## src/rtl/button_debouncer.sv

```systemverilog
// button_debouncer: synchronizes and debounces a raw push-button line and
// derives press/release/short/long/auto-repeat event pulses.
// Ports:
//   clk           - system clock, all logic on the rising edge
//   reset         - synchronous active-high reset
//   d_in          - raw asynchronous button line (1 = pressed)
//   btn_level     - debounced button level
//   press_pulse   - one-cycle pulse on accepted press
//   release_pulse - one-cycle pulse on accepted release
//   short_pulse   - with release_pulse when no long_pulse fired that press
//   long_pulse    - LONG_CYCLES cycles after press_pulse while held
//   repeat_pulse  - every REPEAT_CYCLES cycles after long_pulse while held
module button_debouncer #(
  parameter int STABLE_CYCLES = 20,
  parameter int LONG_CYCLES   = 1000,
  parameter int REPEAT_CYCLES = 200
) (
  input  logic clk,
  input  logic reset,
  input  logic d_in,
  output logic btn_level,
  output logic press_pulse,
  output logic release_pulse,
  output logic short_pulse,
  output logic long_pulse,
  output logic repeat_pulse
);

  localparam int CW = $clog2(STABLE_CYCLES) + 1;
  localparam int HW = $clog2(LONG_CYCLES) + 1;
  localparam int PW = $clog2(REPEAT_CYCLES) + 1;

  localparam logic [CW-1:0] CNT_LAST  = CW'(STABLE_CYCLES - 1);
  localparam logic [CW-1:0] CNT_ONE   = CW'(1);
  localparam logic [HW-1:0] HOLD_LAST = HW'(LONG_CYCLES - 1);
  localparam logic [PW-1:0] REP_LAST  = PW'(REPEAT_CYCLES - 1);

  localparam logic [1:0] S_RELEASED     = 2'd0;
  localparam logic [1:0] S_PRESS_WAIT   = 2'd1;
  localparam logic [1:0] S_PRESSED      = 2'd2;
  localparam logic [1:0] S_RELEASE_WAIT = 2'd3;

  logic          r_d_meta;
  logic          r_d_sync;
  logic [1:0]    r_state;
  logic [CW-1:0] r_cnt;
  logic [HW-1:0] r_hold_cnt;
  logic [PW-1:0] r_rep_cnt;
  logic          r_long_fired;
  logic          r_press;
  logic          r_release;
  logic          r_short;
  logic          r_long;
  logic          r_repeat;

  logic [1:0]    w_state_nxt;
  logic [CW-1:0] w_cnt_nxt;
  logic          w_press_acc;
  logic          w_rel_acc;
  logic          w_held;
  logic          w_long_hit;
  logic          w_rep_hit;

  always_comb begin
    w_state_nxt = r_state;
    w_cnt_nxt   = r_cnt;
    w_press_acc = 1'b0;
    w_rel_acc   = 1'b0;
    case (r_state)
      S_RELEASED: begin
        if (r_d_sync) begin
          w_state_nxt = S_PRESS_WAIT;
          w_cnt_nxt   = CNT_ONE;
        end
      end
      S_PRESS_WAIT: begin
        if (!r_d_sync) begin
          w_state_nxt = S_RELEASED;
          w_cnt_nxt   = '0;
        end else if (r_cnt == CNT_LAST) begin
          w_state_nxt = S_PRESSED;
          w_cnt_nxt   = '0;
          w_press_acc = 1'b1;
        end else begin
          w_cnt_nxt = r_cnt + 1'b1;
        end
      end
      S_PRESSED: begin
        if (!r_d_sync) begin
          w_state_nxt = S_RELEASE_WAIT;
          w_cnt_nxt   = CNT_ONE;
        end
      end
      default: begin
        if (r_d_sync) begin
          w_state_nxt = S_PRESSED;
          w_cnt_nxt   = '0;
        end else if (r_cnt == CNT_LAST) begin
          w_state_nxt = S_RELEASED;
          w_cnt_nxt   = '0;
          w_rel_acc   = 1'b1;
        end else begin
          w_cnt_nxt = r_cnt + 1'b1;
        end
      end
    endcase
  end

  // A release accepted this edge wins over any hold-timer event.
  assign w_held     = (r_state == S_PRESSED) ||
                      (r_state == S_RELEASE_WAIT);
  assign w_long_hit = w_held && !r_long_fired &&
                      (r_hold_cnt == HOLD_LAST) && !w_rel_acc;
  assign w_rep_hit  = w_held && r_long_fired &&
                      (r_rep_cnt == REP_LAST) && !w_rel_acc;

  always_ff @(posedge clk) begin
    if (reset) begin
      r_d_meta     <= 1'b0;
      r_d_sync     <= 1'b0;
      r_state      <= S_RELEASED;
      r_cnt        <= '0;
      r_hold_cnt   <= '0;
      r_rep_cnt    <= '0;
      r_long_fired <= 1'b0;
      r_press      <= 1'b0;
      r_release    <= 1'b0;
      r_short      <= 1'b0;
      r_long       <= 1'b0;
      r_repeat     <= 1'b0;
    end else begin
      r_d_meta  <= d_in;
      r_d_sync  <= r_d_meta;
      r_state   <= w_state_nxt;
      r_cnt     <= w_cnt_nxt;
      r_press   <= w_press_acc;
      r_release <= w_rel_acc;
      r_short   <= w_rel_acc && !r_long_fired;
      r_long    <= w_long_hit;
      r_repeat  <= w_rep_hit;
      if (w_press_acc) begin
        r_hold_cnt   <= '0;
        r_rep_cnt    <= '0;
        r_long_fired <= 1'b0;
      end else if (w_held) begin
        // Saturate so a very long hold never wraps back to a long event.
        if (r_hold_cnt != {HW{1'b1}})
          r_hold_cnt <= r_hold_cnt + 1'b1;
        if (w_long_hit) begin
          r_long_fired <= 1'b1;
          r_rep_cnt    <= '0;
        end else if (r_long_fired) begin
          r_rep_cnt <= w_rep_hit ? '0 : r_rep_cnt + 1'b1;
        end
      end
    end
  end

  assign btn_level     = (r_state == S_PRESSED) ||
                         (r_state == S_RELEASE_WAIT);
  assign press_pulse   = r_press;
  assign release_pulse = r_release;
  assign short_pulse   = r_short;
  assign long_pulse    = r_long;
  assign repeat_pulse  = r_repeat;

endmodule

```

## config.mk

```make
export PLATFORM = sky130hd
export DESIGN_NAME = button_debouncer
export DESIGN_NICKNAME = d
export VERILOG_FILES = /design/src/rtl/button_debouncer.sv
export SDC_FILE = /design/constraint.sdc
export NUM_CORES = 1
export LEC_CHECK = 0
export ABC_CLOCK_PERIOD_IN_PS = 2440
export BUFFER_PORTS_ARGS = -buffer_cell sky130_fd_sc_hd__buf_2
export CORE_MARGIN = 2
export CORE_UTILIZATION = 45
export DETAILED_ROUTE_END_ITERATION = 12
export PLACE_DENSITY = 0.62
export SLEW_MARGIN = 40
export SYNTH_ARGS = -nofsm -noshare
export SYNTH_HDL_FRONTEND = slang
export SYNTH_SLANG_ARGS = --single-unit
```

## constraint.sdc

```tcl
create_clock -name clk -period 2.44 [get_ports clk]
set_input_delay 0.244 -clock clk [delete_from_list [all_inputs] [get_ports clk]]
set_output_delay 0.244 -clock clk [all_outputs]
set_load 0.01 [all_outputs]
```

Word level (Yosys, flattened, before mapping)
Index checks and enable logic that the tools add are counted.
{"block": "totals", "latchBits": 0, "romBits": 0, "ff_bits": 36, "mem_bits_rw": 0, "n_memories": 0, "in_bits": 3}
{"block": "op_classes", "div_mod_pow": 0, "n_mul": 0, "n_mux": 21, "n_eq_ne": 10, "shifts": 0, "add_sub_neg": 3, "order_cmp": 0, "reduce_logical": 20, "n_bitwise": 0}
{"operator": "$mux 6", "count": 5}
{"operator": "$mux 9", "count": 3}
{"operator": "$pmux 6 s3", "count": 1}
{"operator": "$mux 2", "count": 6}
{"operator": "$add 11x1->11 const B", "count": 1}
{"operator": "$eq 11x10->1 const B", "count": 1}
{"operator": "$ne 11x11->1 const B", "count": 1}
{"operator": "$add 9x1->9 const B", "count": 1}
{"operator": "$eq 9x8->1 const B", "count": 1}
{"operator": "$reduce_and 2->1", "count": 4}
{"operator": "$logic_and 1x1->1", "count": 7}
{"operator": "$add 6x1->6 const B", "count": 1}
{"operator": "$eq 6x5->1 const B", "count": 1}
{"operator": "$pmux 2 s3", "count": 1}
{"operator": "$mux 1", "count": 5}
{"operator": "$eq 2x2->1 const B", "count": 2}
{"operator": "$ne 2x2->1 const B", "count": 2}
{"operator": "$reduce_and 4->1", "count": 1}
{"operator": "$reduce_bool 4->1", "count": 1}
{"operator": "$ne 3x3->1 const B", "count": 1}
{"operator": "$reduce_or 3->1", "count": 1}
{"operator": "$eq 2x1->1 const B", "count": 1}
{"operator": "$logic_not 1->1", "count": 2}
{"operator": "$logic_not 2->1", "count": 1}
{"operator": "other kinds (3)", "count": 3}

Depth between registers and ports, before layout
{"block": "depth", "word_depth": 9, "mapped_depth": 8}

Worst setup path after synthesis
OpenSTA, ideal clock, no wires.
{"block": "synth_timing", "path_type": "register -> register", "startpoint": "reg r_state[0]", "endpoint": "reg r_rep_cnt[2]", "setup_ns": 0.072, "path_stages_with_launch": 9, "path_slack_ns": 0.628, "arrival_ns": 1.740, "path_buffers": 1, "path_cell_list": "dfxtp_1 -> inv_1 -> ha_1 -> clkbuf_1 -> nor2_1 -> inv_1 -> nand3_1 -> nand3_1 -> a21oi_1"}
{"block": "synth_between", "elab_chain_len": 8, "word_cells_on_any_way": 21}
{"item": "start, declared", "line_no": "45", "rtl": "logic [1:0] r_state;"}
{"item": "start signal, assigned", "line_no": "134", "rtl": "r_state <= w_state_nxt;"}
{"item": "$eq 2x2->1, on equally long branches"}
{"item": "$logic_or 1x1->1 (*)"}
{"item": "net btn_level", "line_no": "21", "rtl": "output logic btn_level,"}
{"item": "$logic_and 1x1->1 (2 in series)", "line_no": "114", "rtl": "assign w_rep_hit = w_held && r_long_fired &&"}
{"item": "$logic_and 1x1->1", "line_no": "115", "rtl": "(r_rep_cnt == REP_LAST) && !w_rel_acc;"}
{"item": "$mux 9", "line_no": "153", "rtl": "r_rep_cnt <= w_rep_hit ? '0 : r_rep_cnt + 1'b1;"}
{"item": "$mux 9", "line_no": "152", "rtl": "end else if (r_long_fired) begin"}
{"item": "$mux 9", "line_no": "149", "rtl": "if (w_long_hit) begin"}
{"item": "end signal, assigned", "line_no": "153"}
{"item": "end, declared", "line_no": "48", "rtl": "logic [PW-1:0] r_rep_cnt;"}
Mark *: on every way through the listed nets, which the timed path passes. The rest lies on a longest branch. The select of a mux whose other input is x is not followed.
A chain may end at the register's enable or synchronous reset.

Worst setup path after layout
{"block": "layout_timing", "startpoint": "reg r_state[0]", "endpoint": "out btn_level"}
{"block": "layout_between", "elab_chain_len": 2, "word_cells_on_any_way": 3}
{"item": "$eq 2x2->1, on equally long branches", "line_no": "159, 160"}
{"item": "$logic_or 1x1->1 (*)", "line_no": "159", "rtl": "assign btn_level = (r_state == S_PRESSED) ||"}
{"item": "end, declared", "line_no": "21"}
Mark *: on every way between the ends. The rest lies on a longest branch, timed or not.

==> flow_metrics.py <==
metrics = {
    "yosys": {
        "ys_types": 43,
        "synthArstFlopShare_pct": 0,
        "synth_top_area_share_pct": 42.2,
        "synth-main-ff-cell": "dfxtp_1",
        "ys_seq_area_share_pct": 42.2,
        "ys_ff_latch": 36,
        "syn_inst": 195,
        "synthTopCellsByArea": "dfxtp_1, xor2_1, nor2_1",
        "synth_enable_flop_cells": 0,
        "syn_nets": 205,
        "ys_warn_count": 0,
        "yosys.area.top_type": "dfxtp_1",
        "avgSynthCellArea_um2": 8.76,
        "synth_area_um2": 1710,
    },
    "worst_setup_path": {
        "cp_data_arrival_time_ns": 1.94,
        "crit_type": "flip-flop to primary output",
        "end_kind": "primary output",
        "start_kind": "flip-flop",
        "worst_ep_required_time_ns": 2.20,
        "crit_path_max_fanout": 10,
        "ff2ff_setup_slack_ns": 0.34,
    },
    "sta": {
        "max_slew_margin_pct": 61.0,
        "timing.setup.tns_ns": 0,
        "setup_ws_ns": 0.256,
        "finalSetupViolCount": 0,
        "final_max_slew_viol_count": 0,
        "rsz0062_at_grt": "no",
        "tightest_slew_ns": 0.582,
        "fin_crit_sh_pct": 89.5,
        "hold_viol": 0,
        "fmax_mhz": 458,
        "whs_ns": 0.178,
        "min_period_ns": 2.18,
        "skew_ns": 0.00638,
    },
    "global_route": {
        "grt_max_degree": 15,
        "grtUsageTotal_pct": 18.0,
        "grt_pass1_vias": 1390,
        "grt_antenna_before_repair": 0,
        "grt.overflow.total": 0,
        "grt_first_pass_wirelength_um": 5890,
    },
    "clock_tree": {
        "clockBufferDepth": 2,
        "cts_root_buffer": "clkbuf_8",
        "postCtsHoldBufs": 0,
        "htree_levels": 2,
        "insertion_delay_ns": 0.29,
        "numCtsBuffers": 5,
        "cts_setup_buffers": 0,
        "clk_pin_slew_worst_paths_ns": 0.07,
        "clock_sinks": 36,
        "cts_resized": 0,
        "cts_tree": "yes",
    },
    "die": {
        "die_area_um2": 4310,
        "core.rowCount": 22,
        "die_h_um": 65.6,
        "start_util_pct": 46.7,
        "die_x_um": 65.6,
        "boundaryPins": 9,
        "design.core.area_um2": 3660,
    },
    "outcome": {
        "status": "completed",
    },
    "final_layout": {
        "final_cell_mix": "dfxtp_1, nor2_1, nand2_1, xor2_1, a21oi_1",
        "fin_util_pct": 52.3,
        "final_cells": 256,
        "mostFrequentLayoutCell": "dfxtp_1",
        "nets": 217,
        "finalInstanceArea_um2": 1920,
        "syn_to_final_growth_pct": 12.1,
        "drive_gt1_share_pct": 11.5,
        "num-fill-cells": 357,
        "n_antenna_cell": 0,
    },
    "drt": {
        "num_vias": 1397,
        "drt_iter0_drc": 78,
        "first_pass_iters": 4,
        "post_drt_wl_per_cell_um": 13.1,
        "wl_um": 3350,
        "drcViolationCount": 0,
        "viasPerCell": 5.46,
        "ant_nets": 0,
    },
    "place": {
        "dpl.hpwl_um": 2440,
        "gp_congestion": 0.816,
        "place_area_um2": 1800,
        "dp_cells": 248,
        "pre_cts_ws_ns": 0.397,
        "io_buffer_count": 8,
    },
    "power_and_ir_drop": {
        "pwr_density_cell_nw_per_um2": 590,
        "p_comb_share_pct": 2.4,
        "power.internal_mw": 0.902,
        "p_clk_share_pct": 45.1,
        "ir_drop_mv": 0.367,
        "pwr-share-seq_pct": 52.6,
        "sw_frac_of_total_pct": 20.1,
        "leakage_nw": 0.702,
        "switchingPower_mw": 0.227,
        "total_power_mw": 1.13,
    },
    "run": {
        "drv_cap": 0,
    },
    "hold_path": {
        "hold_class": "primary input to flip-flop",
    },
}
[critical path: stages (launching register included)]
cell and delay (ns):
dfxtp_1 0.40, inv_1 0.08, ha_1 0.28, nor2_1 0.50
inv_1 0.19, buf_2 0.19
[cell usage after synthesis, drive strengths merged (4+ instances only)]
| cell | instances |
|---|---|
| nor2 | 25 |
| nor3 | 6 |
| inv | 7 |
| clkbuf | 4 |
| dfxtp | 36 |
| nand2 | 18 |
| a21oi | 11 |
| xor2 | 11 |
| o21ai | 7 |
| nand3 | 8 |
| nand4 | 4 |
| ha | 7 |
[power by group through the flow]
stage / clock (mW) / sequential, mW / combinational, mW
CTS: 0.524 / 0.593 / 0.0269
detailed placement: 0 / 0.607 / 0.0269
global placement: 0 / 0.607 / 0.0258
global route: 0.555 / 0.594 / 0.0304
floorplan: 0 / 0.605 / 0.0192
finish: 0.509 / 0.594 / 0.0267
[final cells by class]
cell class / count / area [um2] / share of cell area [%]
Clock buffer: 5 / 68.8 / 3.59
Inverter: 7 / 26.3 / 1.37
Sequential cell: 36 / 721 / 37.6
Clock inverter: 3 / 42.5 / 2.22
Tap cell: 48 / 60.1 / 3.14
Timing Repair Buffer: 10 / 55.1 / 2.87
Multi-Input combinational cell: 147 / 942 / 49.2
[layer usage]
| layer | up-vias | global-route usage [%] | part of all wire, % | wire length (um) |
|---|---|---|---|---|
| li1 | 725 | - | - | - |
| met1 | 646 | 20.3 | 48 | 1610 |
| met2 | 21 | 30.9 | 47 | 1580 |
| met3 | 5 | 4.62 | 2.8 | 93 |
| met4 | 0 | 9.38 | 1.7 | 58 |
| met5 | - | 0 | 0 | 0 |
[sequential cells by signal, indices dropped and copies added, names as in the netlist, named ones only]
signal         flops
repeat_pulse       1
release_pulse      1
r_state            1
r_d_sync           1
long_pulse         1
r_cnt              6
press_pulse        1
r_long_fired       1
r_rep_cnt          9
r_d_meta           1
r_hold_cnt        11
short_pulse        1
[kinds of logic after synthesis]
logic type	Yosys count	share of synthesized area, %
buf+inv	12	2.71
xor+xnor	14	7.17
mux	3	1.76
simple gates	86	26.5
flops	36	42.2
fa+ha+maj	7	5.12
compound gates	37	14.6
[worst paths after layout]
| path | startpoint | to | cells after the start |
|---|---|---|---|
| worst max-delay path | r_state[0] | btn_level | 5 |
| worst min-delay path | d_in | r_d_meta | 2 |
| worst max register to register | r_state[0] | r_rep_cnt[2] | 7 |
| worst min register to register | r_d_meta | r_d_sync | 1 |
(Power assumes the default switching activity.)
